`src/rtl/serial_adder.sv`:
```
// -----------------------------------------------------------------------------
// serial_adder
//   Bit-serial WIDTH-bit adder. A single sum/carry cell plus a carry flip-flop
//   process one operand bit per clock, LSB first. An accepted start latches the
//   operands. WIDTH SHIFT cycles then follow. On the last one, sum and carry are
//   registered and done pulses for one cycle in the following DONE state.
//
//   Optional feature macro: SERIAL_ADDER_SUB_EN
//     When defined, a `sub` input is added. With sub=1, x - y is computed in
//     two's complement by inverting y and seeding the carry with 1. carry=1
//     then means "no borrow" (x >= y unsigned).
//
// Parameters
//   WIDTH  operand/result width in bits (>= 2)
//
// Ports
//   clk    in   1      rising-edge clock
//   rst    in   1      synchronous active-high reset
//   start  in   1      request, honoured only in IDLE or DONE
//   x      in   WIDTH  operand A, captured on accepted start
//   y      in   WIDTH  operand B, captured on accepted start
//   sub    in   1      subtract select (only with SERIAL_ADDER_SUB_EN)
//   busy   out  1      high while shifting
//   done   out  1      one-cycle pulse when sum/carry become valid
//   sum    out  WIDTH  registered result
//   carry  out  1      carry-out of the MSB
// -----------------------------------------------------------------------------
module serial_adder #(
  parameter int WIDTH = 8
) (
  input  logic             clk,
  input  logic             rst,
  input  logic             start,
  input  logic [WIDTH-1:0] x,
  input  logic [WIDTH-1:0] y,
`ifdef SERIAL_ADDER_SUB_EN
  input  logic             sub,
`endif
  output logic             busy,
  output logic             done,
  output logic [WIDTH-1:0] sum,
  output logic             carry
);

  localparam int CW = (WIDTH > 1) ? $clog2(WIDTH) : 1;

  typedef enum logic [1:0] {
    IDLE  = 2'd0,
    SHIFT = 2'd1,
    DONE  = 2'd2
  } state_t;

  state_t           r_state;
  logic [WIDTH-1:0] r_xr;
  logic [WIDTH-1:0] r_yr;
  logic [WIDTH-1:0] r_res;
  logic [CW-1:0]    r_cnt;
  logic             r_cf;
  logic             r_busy;
  logic             r_done;
  logic [WIDTH-1:0] r_sum;
  logic             r_carry;

  logic             w_sub;
  logic             w_bit;
  logic             w_cf_next;
  logic [WIDTH-1:0] w_res_next;
  logic             w_last;

`ifdef SERIAL_ADDER_SUB_EN
  assign w_sub = sub;
`else
  assign w_sub = 1'b0;
`endif

  // The single sum/carry cell operating on the current LSBs.
  assign w_bit      = r_xr[0] ^ r_yr[0] ^ r_cf;
  assign w_cf_next  = (r_xr[0] & r_yr[0]) | (r_cf & (r_xr[0] ^ r_yr[0]));
  // Result bits enter at the MSB end so that after WIDTH shifts the first
  // (LSB) result bit has arrived in bit 0.
  assign w_res_next = {w_bit, r_res[WIDTH-1:1]};
  assign w_last     = (r_cnt == CW'(WIDTH - 1));

  always_ff @(posedge clk) begin
    if (rst) begin
      r_state <= IDLE;
      r_xr    <= '0;
      r_yr    <= '0;
      r_res   <= '0;
      r_cnt   <= '0;
      r_cf    <= 1'b0;
      r_busy  <= 1'b0;
      r_done  <= 1'b0;
      r_sum   <= '0;
      r_carry <= 1'b0;
    end else begin
      case (r_state)
        IDLE, DONE: begin
          r_done <= 1'b0;
          if (start) begin
            // Subtraction is x + ~y + 1; the +1 rides in on the carry seed.
            r_xr    <= x;
            r_yr    <= w_sub ? ~y : y;
            r_cf    <= w_sub;
            r_cnt   <= '0;
            r_busy  <= 1'b1;
            r_state <= SHIFT;
          end else begin
            r_state <= IDLE;
          end
        end
        SHIFT: begin
          r_cf  <= w_cf_next;
          r_res <= w_res_next;
          r_xr  <= r_xr >> 1;
          r_yr  <= r_yr >> 1;
          r_cnt <= r_cnt + CW'(1);
          if (w_last) begin
            r_sum   <= w_res_next;
            r_carry <= w_cf_next;
            r_done  <= 1'b1;
            r_busy  <= 1'b0;
            r_state <= DONE;
          end
        end
        default: begin
          r_busy  <= 1'b0;
          r_done  <= 1'b0;
          r_state <= IDLE;
        end
      endcase
    end
  end

  assign busy  = r_busy;
  assign done  = r_done;
  assign sum   = r_sum;
  assign carry = r_carry;

endmodule

```
`config.mk`:
```
export PLATFORM = sky130hd
export DESIGN_NAME = serial_adder
export DESIGN_NICKNAME = d
export VERILOG_FILES = /design/src/rtl/serial_adder.sv
export SDC_FILE = /design/constraint.sdc
export NUM_CORES = 1
export LEC_CHECK = 0
export BUFFER_PORTS_ARGS = -buffer_cell sky130_fd_sc_hd__clkbuf_2
export CORE_MARGIN = 3
export CORE_UTILIZATION = 30
export DETAILED_ROUTE_END_ITERATION = 6
export GPL_TIMING_DRIVEN = 0
export PLACE_DENSITY_LB_ADDON = 0.25
export SLEW_MARGIN = 40
export SYNTH_ARGS = -nofsm -noshare
export SYNTH_HDL_FRONTEND = slang
export SYNTH_SLANG_ARGS = --single-unit
```
`constraint.sdc`:
```
create_clock -name clk -period 3.65 [get_ports clk]
set_input_delay 0.5475 -clock clk [delete_from_list [all_inputs] [get_ports clk]]
set_output_delay 0.5475 -clock clk [all_outputs]
set_load 0.02 [all_outputs]
```
# After elaboration in Yosys (flattened, before gate mapping)
# Index checks and enable logic that the tools add are counted.
[totals] ff_bits=41 in_bits=19 out_inout_bits=11 elab_cells=43
[op_classes] n_addsub=1 eq_ne=5 mux=14 bitwise_logic=6 n_reduce_logical=7
[op_table] op="case mux 8 bit (2 select lines)" count=2
[op_table] op="2-to-1 mux 8 bit" count=2
[op_table] op="case mux 3 bit (2 select lines)" count=1
[op_table] op="AND reduction 2 bit" count=3
[op_table] op="2-to-1 mux 1 bit" count=4
[op_table] op="!= test 2 bit, second input constant" count=2
[op_table] op="case mux 1 bit (2 select lines)" count=2
[op_table] op="case mux 2 bit (2 select lines)" count=1
[op_table] op="OR reduction 2 bit" count=2
[op_table] op="adder 3 x 1 -> 3 bit, second input constant" count=1
[op_table] op="== test 3 bit, second input constant" count=1
[op_table] op="2-to-1 mux 3 bit" count=1
[op_table] op="AND 1 bit" count=2
[op_table] op="== test 2 x 1 -> 1 bit, second input constant" count=1
[op_table] op="== test 2 bit, second input constant" count=1
[op_table] op="logical NOT 2 bit" count=1
[op_table] op="2-to-1 mux 2 bit" count=1
[op_table] op="nonzero test 2 bit" count=1
[op_table] op="XOR 1 bit" count=2
[op_table] op="NOT 1 bit" count=1
[op_table] op="OR 1 bit" count=1

# Longest topological paths before layout
[logic_depth] ltp_word=4 mapped_depth=5 ltp_nobuf=5

# Least setup slack after synthesis
# OpenSTA, ideal clock, no wires.
[synth_path] path_type="in2reg" from="input start" to="register r_xr[0]" arrival_time_ps=1183 required_time_ps=3559 setup_slack_ps=2376 stages=5 n_path_buf=2 cell_sequence="nor2b_1 -> buf_4 -> buf_6 -> nand2_1 -> a311oi_1"
[synth_between] elab_chain_cells=2
[synth_rtl] element="start: declaration" line_no="33" source="input logic start,"
[synth_rtl] element="!= test 2 bit (no source line)"
[synth_rtl] element="AND reduction 2 bit (no source line)"
[synth_rtl] element="end signal: assignment" line_no="115" source="r_xr <= r_xr >> 1;"
[synth_rtl] element="end: declaration" line_no="54" source="logic [WIDTH-1:0] r_xr;"
# No other way between the ends.
# A chain may end at the register's enable or synchronous reset.

# Worst setup path after layout
[layout_path] from="register r_cnt[0]" to="register r_sum[0], in the netlist sum[0]"
[layout_between] elab_chain_cells=2
[layout_rtl] element="start: declaration" line_no="57" source="logic [CW-1:0] r_cnt;"
[layout_rtl] element="start signal: assignment" line_no="117" source="r_cnt <= r_cnt + CW'(1);"
[layout_rtl] element="== test 3 bit" line_no="82" source="assign w_last = (r_cnt == CW'(WIDTH - 1));"
[layout_rtl] element="AND reduction 2 bit (no source line)"
[layout_rtl] element="end signal: assignment" line_no="119" source="r_sum <= w_res_next;"
[layout_rtl] element="end: declaration" line_no="61" source="logic [WIDTH-1:0] r_sum;"
# No other way between the ends.

==> key figures <==
Pwr
  • Cell leakage power: 0.736 nW
  • Max rail drop VDD: 0.181 mV
  • Power Density: 439 nW/um2

Logic synthesis
  • Number of synthesized flops with an enable pin: 0
  • Simple logic cell fraction of the synthesized area: 25.2%
  • Synth area leaders: dfxtp_1 50%, nand2_1 13%, a311oi_1 7.7%
  • Syn_nets: 216
  • Post-Synth Adder-Cell Area: 2.83%
  • Post-Syn Instances: 194
  • Xor and xnor area share after synthesis: 0%
  • Yosys warnings: 0
  • Post-Syn Area: 1590 um2
  • Unique masters post-synth: 21
  • Synth top area share: 50.3%
  • Async S/R FF share, synth: 0%
  • Syn_area_per_cell: 8.21 um2
  • Sequential area share after synthesis: 50.3%
  • Mux share of post-synthesis cell area: 0%
  • Compound-Gate Fraction of Synth Area: 15.7%
  • Cell taking the most area after synthesis: dfxtp_1
  • Top_reg_cell synth: dfxtp_1
  • Register bit count reported by yosys: 40
  • Main combinational cell family by area after synthesis: simple AND/OR/NAND/NOR gates

Flow run
  • Max Cap Viol: 0

Clocking
  • H-tree levels: 2
  • CTS Buffer Depth: 2
  • Clock sinks: 40
  • CTS buffer count: 5
  • CTS tree: yes
  • Number of hold buffers added after cts: 0
  • Root buffer cell: clkbuf_8
  • # resized after CTS: 0
  • Setup bufs post-CTS: 0
  • CTS clk-pin slew, worst paths: 70 ps
  • Clock latency on the worst-skew pair: 290 ps

Floorplanning
  • Initial Util: 32.4%
  • Die Footprint: 6220 um2
  • # IOs: 30
  • Die X: 78.9 um
  • Row count: 25
  • Core box area: 4910 um2
  • Vert. Die Dim: 78.9 um

Final layout
  • FILL cells: 550
  • Diodes inserted: 0
  • Final net count: 251
  • P&R area growth vs syn: 18.4%
  • Share of layout cells above drive strength 1: 19.4%

Drt
  • Via density: 4.69
  • Max Used Layer: met4
  • Antenna-violating nets left: 0
  • Met3 WL: 229 um
  • 1st-pass router iterations: 4
  • Metal2 WL: 1.48 mm
  • M1 wire length: 1.78 mm
  • WL final: 3.54 mm
  • Routed vias: 1378
  • DRT iter0 DRCs: 44
  • Mean routed wirelength per cell: 12.0 um
  • Remaining DRCs: 0

STA
  • Slew Viols, Final: 0
  • Min setup slack post-route: 2190 ps
  • Fin crit share: 40.0%
  • RSZ-0062 raised after global routing: false
  • Setup Skew: 3.01 ps
  • Final min period: 1460 ps
  • # setup viols final: 0
  • Least-Margin Pin Slew: 458 ps
  • Rel. slew slack: 69.5%
  • Final hold vios: 0
  • Fin Setup TNS: 0 ps
  • Fmax: 684 MHz

Placed design
  • Post-DP HPWL: 2.45 mm
  • DP Worst Slack: 2150 ps
  • IO buf count: 28
  • Routability cong.: 0.757

Outcome
  • Status: finished, final reports clean

Setup path
  • R2R Path End: sum[0]
  • WP data required: 3870 ps
  • Worst Setup Path Type: register to register
  • Critical Path AT: 1680 ps
  • Element type at the critical path end: register
  • Setup crit start kind: register
  • Crit-path max FO: 10
  • Reg-to-Reg Start: r_cnt[0]
  • R2R setup slack: 2190 ps
  • Reg2Reg Depth: 5

Min path
  • Worst Hold Depth: 2
  • Hold Startpoint: sum[3]
  • Worst min path class: register to register
  • Hold EP: sum[3]

Global route
  • Initial antenna violation count: 0
  • First-pass GRT wire length: 6.04 mm
  • Largest net degree at the start of global routing: 11
  • Total Routing Usage GR: 12.5%
  • Global route overflow: 0
  • Number of global-route vias before repair: 1312
-- final cells by class --
cell class	count	area (um2)	share of cell area, %
multi-input combinational	138	697	37.0
timing repair buffer	28	140	7.43
sequential	40	801	42.5
tap	67	83.8	4.45
clock buffer	5	68.8	3.65
buffer	16	95.1	5.04
-- worst max path at each step --
stage                         from       to  slack [ps]  depth (start not counted)
after global routing      r_cnt[0]   sum[6]        2020                          5
after global placement       start  r_xr[0]        2160                          6
after CTS                 r_cnt[0]   sum[3]        2150                          5
after floorplan              start  r_xr[0]        2380                          5
final                     r_cnt[0]   sum[0]        2190                          5
after detailed placement     start  r_yr[6]        2150                          6
-- logic make-up after synthesis --
| kind of cell | Yosys count |
|---|---|
| AO/OA/AOI/OAI | 39 |
| adder cells (fa/ha/maj) | 3 |
| AND/OR/NAND/NOR | 96 |
| buffers and inverters | 16 |
| flip-flops | 40 |
-- Yosys cell counts, types with 2 or more instances --
master	count
buf_2	4
a21oi_1	23
nand2_1	56
nor2_1	17
clkbuf_1	4
a311oi_1	14
ha_1	2
nand2b_1	3
nand3_1	15
buf_4	6
dfxtp_1	40
-- state kept, by name, indices dropped and copies added, names as in the netlist --
name	count
sum	8
r_cnt	3
r_state	2
done	1
r_cf	1
r_xr	8
busy	1
carry	1
r_res	7
r_yr	8
-- critical path: stages, from the launching register on --
cell	delay, ps
dfxtp_1	350
ha_1	160
ha_1	220
buf_1	390
nand3_1	140
a21oi_1	130
-- power breakdown --
part           switching, mW  internal (mW)
Sequential            0.0126          0.458
Combinational         0.0575         0.0394
Clock                  0.137          0.123
-- per-stage QoR --
stage / hold slack [ps] / cell area, um2 / cells / power, mW / utilization, %
CTS: 457 / 1890 / 294 / 0.840 / 38.4
detailed placement: 447 / 1820 / 289 / 0.578 / 37.0
global placement: 444 / 1820 / 289 / 0.577 / 37.0
finish: 451 / 1890 / 294 / 0.827 / 38.4
global route: 474 / 1890 / 294 / 0.873 / 38.4
floorplan: 437 / 1590 / 194 / 0.546 / -
-- routing by layer --
| layer | GRT usage [%] | vias up |
|---|---|---|
| met1 | 16.3 | 613 |
| met5 | 0 | - |
| met4 | 4.12 | 0 |
| met2 | 18.8 | 30 |
| met3 | 5.10 | 6 |
| li1 | - | 729 |
-- placed cells by master, fill, tap and decap left out, types with 4 or more instances in the layout --
cell / n
nand2_1: 56
dfxtp_1: 40
clkbuf_2: 28
a21oi_1: 23
nor2_1: 17
nand3_1: 15
a311oi_1: 14
buf_4: 6
clkbuf_8: 5
buf_2: 4
clkbuf_1: 4
Power figures use the tool's default switching activity.
